**src/rtl/reg_wb_arbiter.sv**
```systemverilog
// Two-source register-file writeback arbiter: load writeback (B) wins ties,
// ALU writeback (A) is granted once it has been denied STARVE_LIMIT times in a row.
module reg_wb_arbiter #(
   parameter int DATA_WIDTH   = 32,
   parameter int STARVE_LIMIT = 4
) (
   input  logic                  clk,
   input  logic                  rst_n,
   input  logic                  a_valid,
   input  logic [4:0]            a_reg,
   input  logic [DATA_WIDTH-1:0] a_data,
   output logic                  a_ready,
   input  logic                  b_valid,
   input  logic [4:0]            b_reg,
   input  logic [DATA_WIDTH-1:0] b_data,
   output logic                  b_ready,
   output logic                  wr_en,
   output logic [4:0]            wr_reg,
   output logic [DATA_WIDTH-1:0] wr_data,
   output logic [3:0]            starve_cnt
);

   localparam logic [3:0] LIMIT = 4'(STARVE_LIMIT);

   logic                  a_grant_s;
   logic                  b_grant_s;
   logic                  a_hs_s;
   logic                  b_hs_s;
   logic [3:0]            starve_q;
   logic [3:0]            starve_d;
   logic                  wr_en_q;
   logic                  wr_en_d;
   logic [4:0]            wr_reg_q;
   logic [4:0]            wr_reg_d;
   logic [DATA_WIDTH-1:0] wr_data_q;
   logic [DATA_WIDTH-1:0] wr_data_d;

   // Grant selection; readies are held low while reset is asserted
   always_comb begin
      a_grant_s = 1'b0;
      b_grant_s = 1'b0;
      if (!rst_n) begin
         a_grant_s = 1'b0;
         b_grant_s = 1'b0;
      end else if (a_valid && b_valid) begin
         if (starve_q >= LIMIT) begin
            a_grant_s = 1'b1;
         end else begin
            b_grant_s = 1'b1;
         end
      end else if (a_valid) begin
         a_grant_s = 1'b1;
      end else if (b_valid) begin
         b_grant_s = 1'b1;
      end else begin
         a_grant_s = 1'b0;
         b_grant_s = 1'b0;
      end
   end

   assign a_ready = a_grant_s;
   assign b_ready = b_grant_s;
   assign a_hs_s  = a_valid & a_grant_s;
   assign b_hs_s  = b_valid & b_grant_s;

   // Next-state for the starvation counter and the registered write port
   always_comb begin
      starve_d  = starve_q;
      wr_en_d   = 1'b0;
      wr_reg_d  = wr_reg_q;
      wr_data_d = wr_data_q;
      if (!a_valid || a_hs_s) begin
         starve_d = 4'd0;
      end else if (starve_q < LIMIT) begin
         starve_d = starve_q + 4'd1;
      end else begin
         starve_d = starve_q;
      end
      // Index 0 is accepted but never written
      if (a_hs_s) begin
         wr_en_d   = (a_reg != 5'd0);
         wr_reg_d  = a_reg;
         wr_data_d = a_data;
      end else if (b_hs_s) begin
         wr_en_d   = (b_reg != 5'd0);
         wr_reg_d  = b_reg;
         wr_data_d = b_data;
      end else begin
         wr_en_d   = 1'b0;
      end
   end

   // State registers with asynchronous clear
   always_ff @(posedge clk or negedge rst_n) begin
      if (!rst_n) begin
         starve_q  <= 4'd0;
         wr_en_q   <= 1'b0;
         wr_reg_q  <= 5'd0;
         wr_data_q <= '0;
      end else begin
         starve_q  <= starve_d;
         wr_en_q   <= wr_en_d;
         wr_reg_q  <= wr_reg_d;
         wr_data_q <= wr_data_d;
      end
   end

   assign starve_cnt = starve_q;
   assign wr_en      = wr_en_q;
   assign wr_reg     = wr_reg_q;
   assign wr_data    = wr_data_q;

endmodule
```
**config.mk**
```make
export PLATFORM = sky130hd
export DESIGN_NAME = reg_wb_arbiter
export DESIGN_NICKNAME = d
export VERILOG_FILES = /design/src/rtl/reg_wb_arbiter.sv
export SDC_FILE = /design/constraint.sdc
export NUM_CORES = 1
export LEC_CHECK = 0
export CELL_PAD_IN_SITES_DETAIL_PLACEMENT = 0
export CELL_PAD_IN_SITES_GLOBAL_PLACEMENT = 1
export CORE_ASPECT_RATIO = 0.5
export CORE_UTILIZATION = 30
export CTS_BUF_LIST = sky130_fd_sc_hd__clkbuf_4 sky130_fd_sc_hd__clkbuf_8
export DETAILED_ROUTE_END_ITERATION = 10
export GPL_TIMING_DRIVEN = 0
export PLACE_DENSITY = 0.87
export SLEW_MARGIN = 20
export SYNTH_ARGS = -nofsm -noshare
export SYNTH_HDL_FRONTEND = slang
export SYNTH_SLANG_ARGS = --single-unit
```
**constraint.sdc**
```tcl
create_clock -name clk -period 2.47 [get_ports clk]
set_clock_uncertainty 0.05 [all_clocks]
set_input_delay 0.3705 -clock clk [delete_from_list [all_inputs] [get_ports clk]]
set_output_delay 0.3705 -clock clk [all_outputs]
set_load 0.05 [all_outputs]
```
==> results of run 1 <==
==> path summary, 6_finish.rpt <==
check	start	to	slack (ns)	cells after the start
worst min-delay path	rst_n	wr_data[27]	0.03	2
worst max register to register	starve_cnt[3]	wr_data[15]	0.74	5
worst max-delay path	b_valid	a_ready	0.18	4
worst min register to register	wr_data[7]	wr_data[7]	0.49	2
max in group asynchronous	rst_n	wr_data[5]	1.84	2
min in group clk	rst_n	starve_cnt[0]	0.42	3
==> cells by family (layout without fill, tap and decap cells) <==
family,after synthesis,in the layout
AOI/OAI and AO/OA,114,114
buffers and inverters,27,158
and+or+nand+nor,57,57
DFF,42,42
adders and majority gates,1,1
==> worst max-delay path, stage by stage <==
cell and delay [ns]:
clkdlybuf4s50_1 0.50, nor3b_4 0.22, nor2_2 0.21, dlygate4sd2_1 0.57
==> where the power goes <==
group          switching (mW)  leakage [nW]  internal [mW]
combinational           0.539         0.875          0.347
sequential             0.0525         0.482          0.772
clock                   0.232        0.0452          0.217
==> layer usage <==
layer  vias to the layer above  global-route usage  part of all wire
met3                        12              0.0347             0.040
li1                       1167                   -                 -
met5                         -                   0                 0
met2                        68               0.331              0.50
met1                      1198               0.286              0.45
met4                         0              0.0595             0.015
==> cells in the final DEF, fill, tap and decap left out <==
master and instances:
a41oi_2 1, o21ai_0 37, or3_1 1, nor2_2 1
buf_16 1, nand2b_1 1, clkbuf_4 2, and3b_1 1
o21a_1 1, nor3_1 2, clkbuf_8 5, nand2_1 3
and3_1 1, nor2_1 39, buf_6 4, or3b_2 1
a22o_1 1, and2_1 2, inv_1 1, dlymetal6s2s_1 1
dlygate4sd2_1 1, buf_2 5, dfrtp_1 42, or3b_1 1
a221o_1 2, nor3b_4 1, nand3_1 2, a41oi_1 34
nor2b_1 1, ha_1 1, a21boi_0 2, clkbuf_1 18
buf_4 3, clkdlybuf4s50_1 117, o21ai_2 1, a21oi_1 35
==> final cells by class <==
type,instances,share of cell area
timing repair buffer,124,0.342
tap,92,0.0316
clock buffer,7,0.0230
sequential,42,0.288
multi-input combinational,172,0.278
inverter,1,0.00103
buffer,26,0.0364
==> through the flow <==
step                setup TNS, ns  area [um2]
global placement           -73.15        3510
finish                          0        3650
detailed placement         -0.551        3530
floorplan                       0        2190
global route                    0        3650
CTS                             0        3630
==> timing repair <==
item / in CTS / in global routing
endpoints found under the hold margin: 21 / 0
hold buffers: 1 / 0
cloned: 0 / 0
resized for setup: 3 / 1
setup buffers: 0 / 2
setup endpoints to repair: 2 / 2
==> impl_metrics.yaml, run 1 <==
final_layout:
  largest_reg_flops: 32
  syn_to_final_growth_pct: 66.2
  fillCellCount: 628
  fin_cells: 464
  final_nets: 451
  final_util: 0.530
  layout-drive-gt1-share: 0.0672
  multi_input_area_um2: 1010
  seq_area_um2: 1050
  diodes: 0
placement:
  place_inst: 454
  gp_congestion: 0.828
  preCtsSetupSlack_ns: -0.510
  port_buffers: 120
  dpl.hpwl_um: 5890
worst_setup_path:
  cp-end-kind: "output port"
  cp_max_fo: 6
  worstPathRequired_ns: 2.05
  start_kind: "primary input"
  arrival_ns: 1.87
  critPathKind: "in -> out"
power:
  p_leak_nw: 1.40
  ir_drop_mv: 0.267
  pwr_density_cell_nw_per_um2: 592
  power_mw: 2.16
grt:
  grtUsageTotal: 0.207
  antenna_found_initial: 0
  grt_pass1_vias: 2438
  grt_max_degree: 23
  grt_pass1_wl_um: 12500
  overflow: 0
synth:
  muxShareOfSynthArea: 0
  synthDominantCellAreaShare: 0.479
  netlist_area_um2: 2190
  ys_ff_latch: 42
  synth_edf_count: 0
  yosysMostFrequentCell: "dfrtp_1"
  yosys_warnings: 0
  avgSynthCellArea_um2: 9.11
  synthTopCellsByCount: "42 x dfrtp_1, 39 x nor2_1, 37 x o21ai_0"
  netlist-cell-type-count: 29
  synth-simple-area-share: 0.119
  synth_top_family_by_area: "compound AO/OA/AOI/OAI gates"
  synth_area_leaders: "dfrtp_1 48%, a41oi_1 14%, o21ai_0 8.4%, a21oi_1 8.0%, nor2_1 6.7%"
  yosys_most_used_dff: "dfrtp_1"
  yosys.area.top_type: "dfrtp_1"
  syn-num-nets: 320
  yosysSeqAreaShare: 0.479
  async_flop_share: 1.00
  synth_fa_ha_area_frac: 0.00570
  synthXorXnorAreaFrac: 0
  synth_compound_area_frac: 0.335
  synthCells: 241
timing:
  period_minus_slack_ns: 2.29
  setup_viol_count_final: 0
  fin_hold_ws_ns: 0.0300
  slew_headroom: 0.643
  drv_slew: 0
  hold_viol_final: 0
  worst_pin_slew_ns: 0.534
  rsz0062_at_grt: "no"
  post-route-period-util: 0.929
  fmax_ghz: 0.436
  layout_setup_ws_ns: 0.176
floorplan:
  die_w_um: 123
  start_util: 0.319
  die-area_um2: 7680
  io_pins: 122
  core_um2: 6880
  std_cell_rows: 21
  fp.dieH_um: 62.5
routing:
  vias: 2445
  wl_per_cell_um: 16.6
  vias_per_cell: 5.27
  first_pass_iters: 4
  dr.first_iter.drc_count: 144
  ant_nets: 0
  drc: 0
  routed_wl_um: 7690
worst_hold_path:
  hp-class: "in -> async"
clocking:
  cts_buffers: 5
  clkTransAtPathRegs_ns: 0.08
  cts.sinks: 42
  root_buffer: "clkbuf_8"
  cts_buffer_depth: 2
  clk_latency_ns: 0.29
  h-tree-depth: 2
  cts_tree: "yes"
outcome:
  outcome: "finished clean"
run:
  drv_cap: 0
Power figures use the tool's default switching activity.
==> run 2: changes to the inputs <==
Settings changed: CTS_CLUSTER_DIAMETER set to 120, PLACE_DENSITY 0.87 to not set, PLACE_DENSITY_LB_ADDON set to 0.1, SLEW_MARGIN 20 to not set.
==> run 2 against run 1 <==
Net effect: register-to-register slack better by 0.02 ns; sequential share of layout area stayed put; maximum frequency is 1.1% higher; die area stayed put; via count is 0.12% higher; combinational power hardly changed; global-route usage is 0.52 points lower; total power is 1.0% lower; sequential power is 0.6% lower; count of clock-buffer cells in the layout is 2 lower; critical path type unchanged.
==> impl_metrics.yaml, run 2 (synthesis gave the netlist of run 1 again) <==
outcome:
  outcome: "finished clean"
placement:
  preCtsSetupSlack_ns: -0.519
  place_inst: 454
  gp_congestion: 0.824
  dpl.hpwl_um: 5600
  port_buffers: 120
routing:
  drc: 0
  vias_per_cell: 5.26
  first_pass_iters: 4
  ant_nets: 0
  wl_per_cell_um: 16.4
  routed_wl_um: 7650
  vias: 2448
  dr.first_iter.drc_count: 117
clocking:
  cts_tree: "yes"
  clk_latency_ns: 0.30
  cts.sinks: 42
  root_buffer: "clkbuf_8"
  clkTransAtPathRegs_ns: 0.08
  cts_buffers: 5
  cts_buffer_depth: 2
  h-tree-depth: 2
floorplan:
  die-area_um2: 7680
  fp.dieH_um: 62.5
  core_um2: 6880
  die_w_um: 123
  std_cell_rows: 21
  start_util: 0.319
  io_pins: 122
run:
  drv_cap: 0
power:
  ir_drop_mv: 0.200
  pwr_density_cell_nw_per_um2: 586
  p_leak_nw: 1.39
worst_setup_path:
  worstPathRequired_ns: 2.05
  r2r-start: "starve_cnt[3]"
  cp_max_fo: 6
  timing.rr.end: "wr_data[9]"
  crit_path_start: "b_valid"
  reg2reg_slack_ns: 0.76
  cp-end-kind: "output port"
  arrival_ns: 1.85
  crit_path_end: "a_ready"
  critPathKind: "in -> out"
  start_kind: "primary input"
  worst_r2r_path_depth: 5
worst_hold_path:
  hp-class: "in -> reg"
timing:
  hold_viol_final: 0
  period_minus_slack_ns: 2.27
  drv_slew: 0
  fin_hold_ws_ns: 0.470
  setup_viol_count_final: 0
  fmax_ghz: 0.441
  slew_headroom: 0.291
  worst_pin_slew_ns: 1.06
  post-route-period-util: 0.919
  rsz0062_at_grt: "no"
  layout_setup_ws_ns: 0.201
grt:
  antenna_found_initial: 0
  use_met3: 0.0666
  grt_max_degree: 23
  grtUsageTotal: 0.202
  gr-usage-met1: 0.272
  overflow: 0
  top_usage_layer: "met2"
  grt_pass1_wl_um: 12000
  grtUsageMet2: 0.317
  grt_pass1_vias: 2436
final_layout:
  final_nets: 452
  diodes: 0
  layout-drive-gt1-share: 0.0643
  syn_to_final_growth_pct: 66.2
  largest_reg_flops: 32
  fin_cells: 465
  final_cell_mix: "117 x clkdlybuf4s50_1, 42 x dfrtp_1, 39 x nor2_1, 37 x o21ai_0, 35 x a21oi_1"
  layout_commonest_cell: "clkdlybuf4s50_1"
## run 2: cell type report
type / count / area (um2)
Clock buffer: 5 / 68.8
Sequential cell: 42 / 1050
Multi-Input combinational cell: 172 / 1010
Clock inverter: 2 / 10.0
Timing Repair Buffer: 125 / 1250
Fill cell: 645 / 3240
Inverter: 1 / 3.75
Buffer: 26 / 133
Tap cell: 92 / 115
## run 2: worst min-delay path by stage
stage                     startpoint       endpoint  depth (start not counted)  slack (ns)
final                          rst_n  starve_cnt[0]                          4        0.47
after global routing           rst_n  starve_cnt[0]                          4        0.49
after CTS                      rst_n  starve_cnt[0]                          4        0.47
after detailed placement       rst_n     wr_data[5]                          1        0.36
after global placement     wr_reg[2]      wr_reg[2]                          2        0.46
after floorplan                rst_n  starve_cnt[0]                          0        0.02
## run 2: critical path: stages
cell and delay [ns]:
clkdlybuf4s50_1 0.52, nor3b_4 0.22, nor2_2 0.20, clkdlybuf4s15_1 0.53
## run 2: what timing repair did
item | CTS | global route
hold endpoints to repair | 22 | 0
resized for setup | 5 | 0
endpoints found under the setup margin | 2 | 1
hold buffers | 2 | 0
setup buffers | 0 | 2
## run 2: stage by stage
stage	power, mW	area [um2]	TNS, ns	util
final	2.14	3650	0	0.530
after floorplan	1.33	2190	0	-
after detailed placement	1.71	3530	-0.721	0.512
after CTS	2.16	3630	0	0.528
after global placement	1.70	3510	-81.68	0.510
after global routing	2.24	3650	0	0.530
## run 2: layer usage
layer,wire length (um),up-vias
li1,-,1171
met1,3540,1186
met2,3430,87
met3,634,4
met4,40,0
met5,0,-
## run 2: power by group
group / switching (mW) / internal (mW)
registers: 0.0482 / 0.772
logic: 0.537 / 0.347
clock network: 0.244 / 0.190
total: 0.829 / 1.31
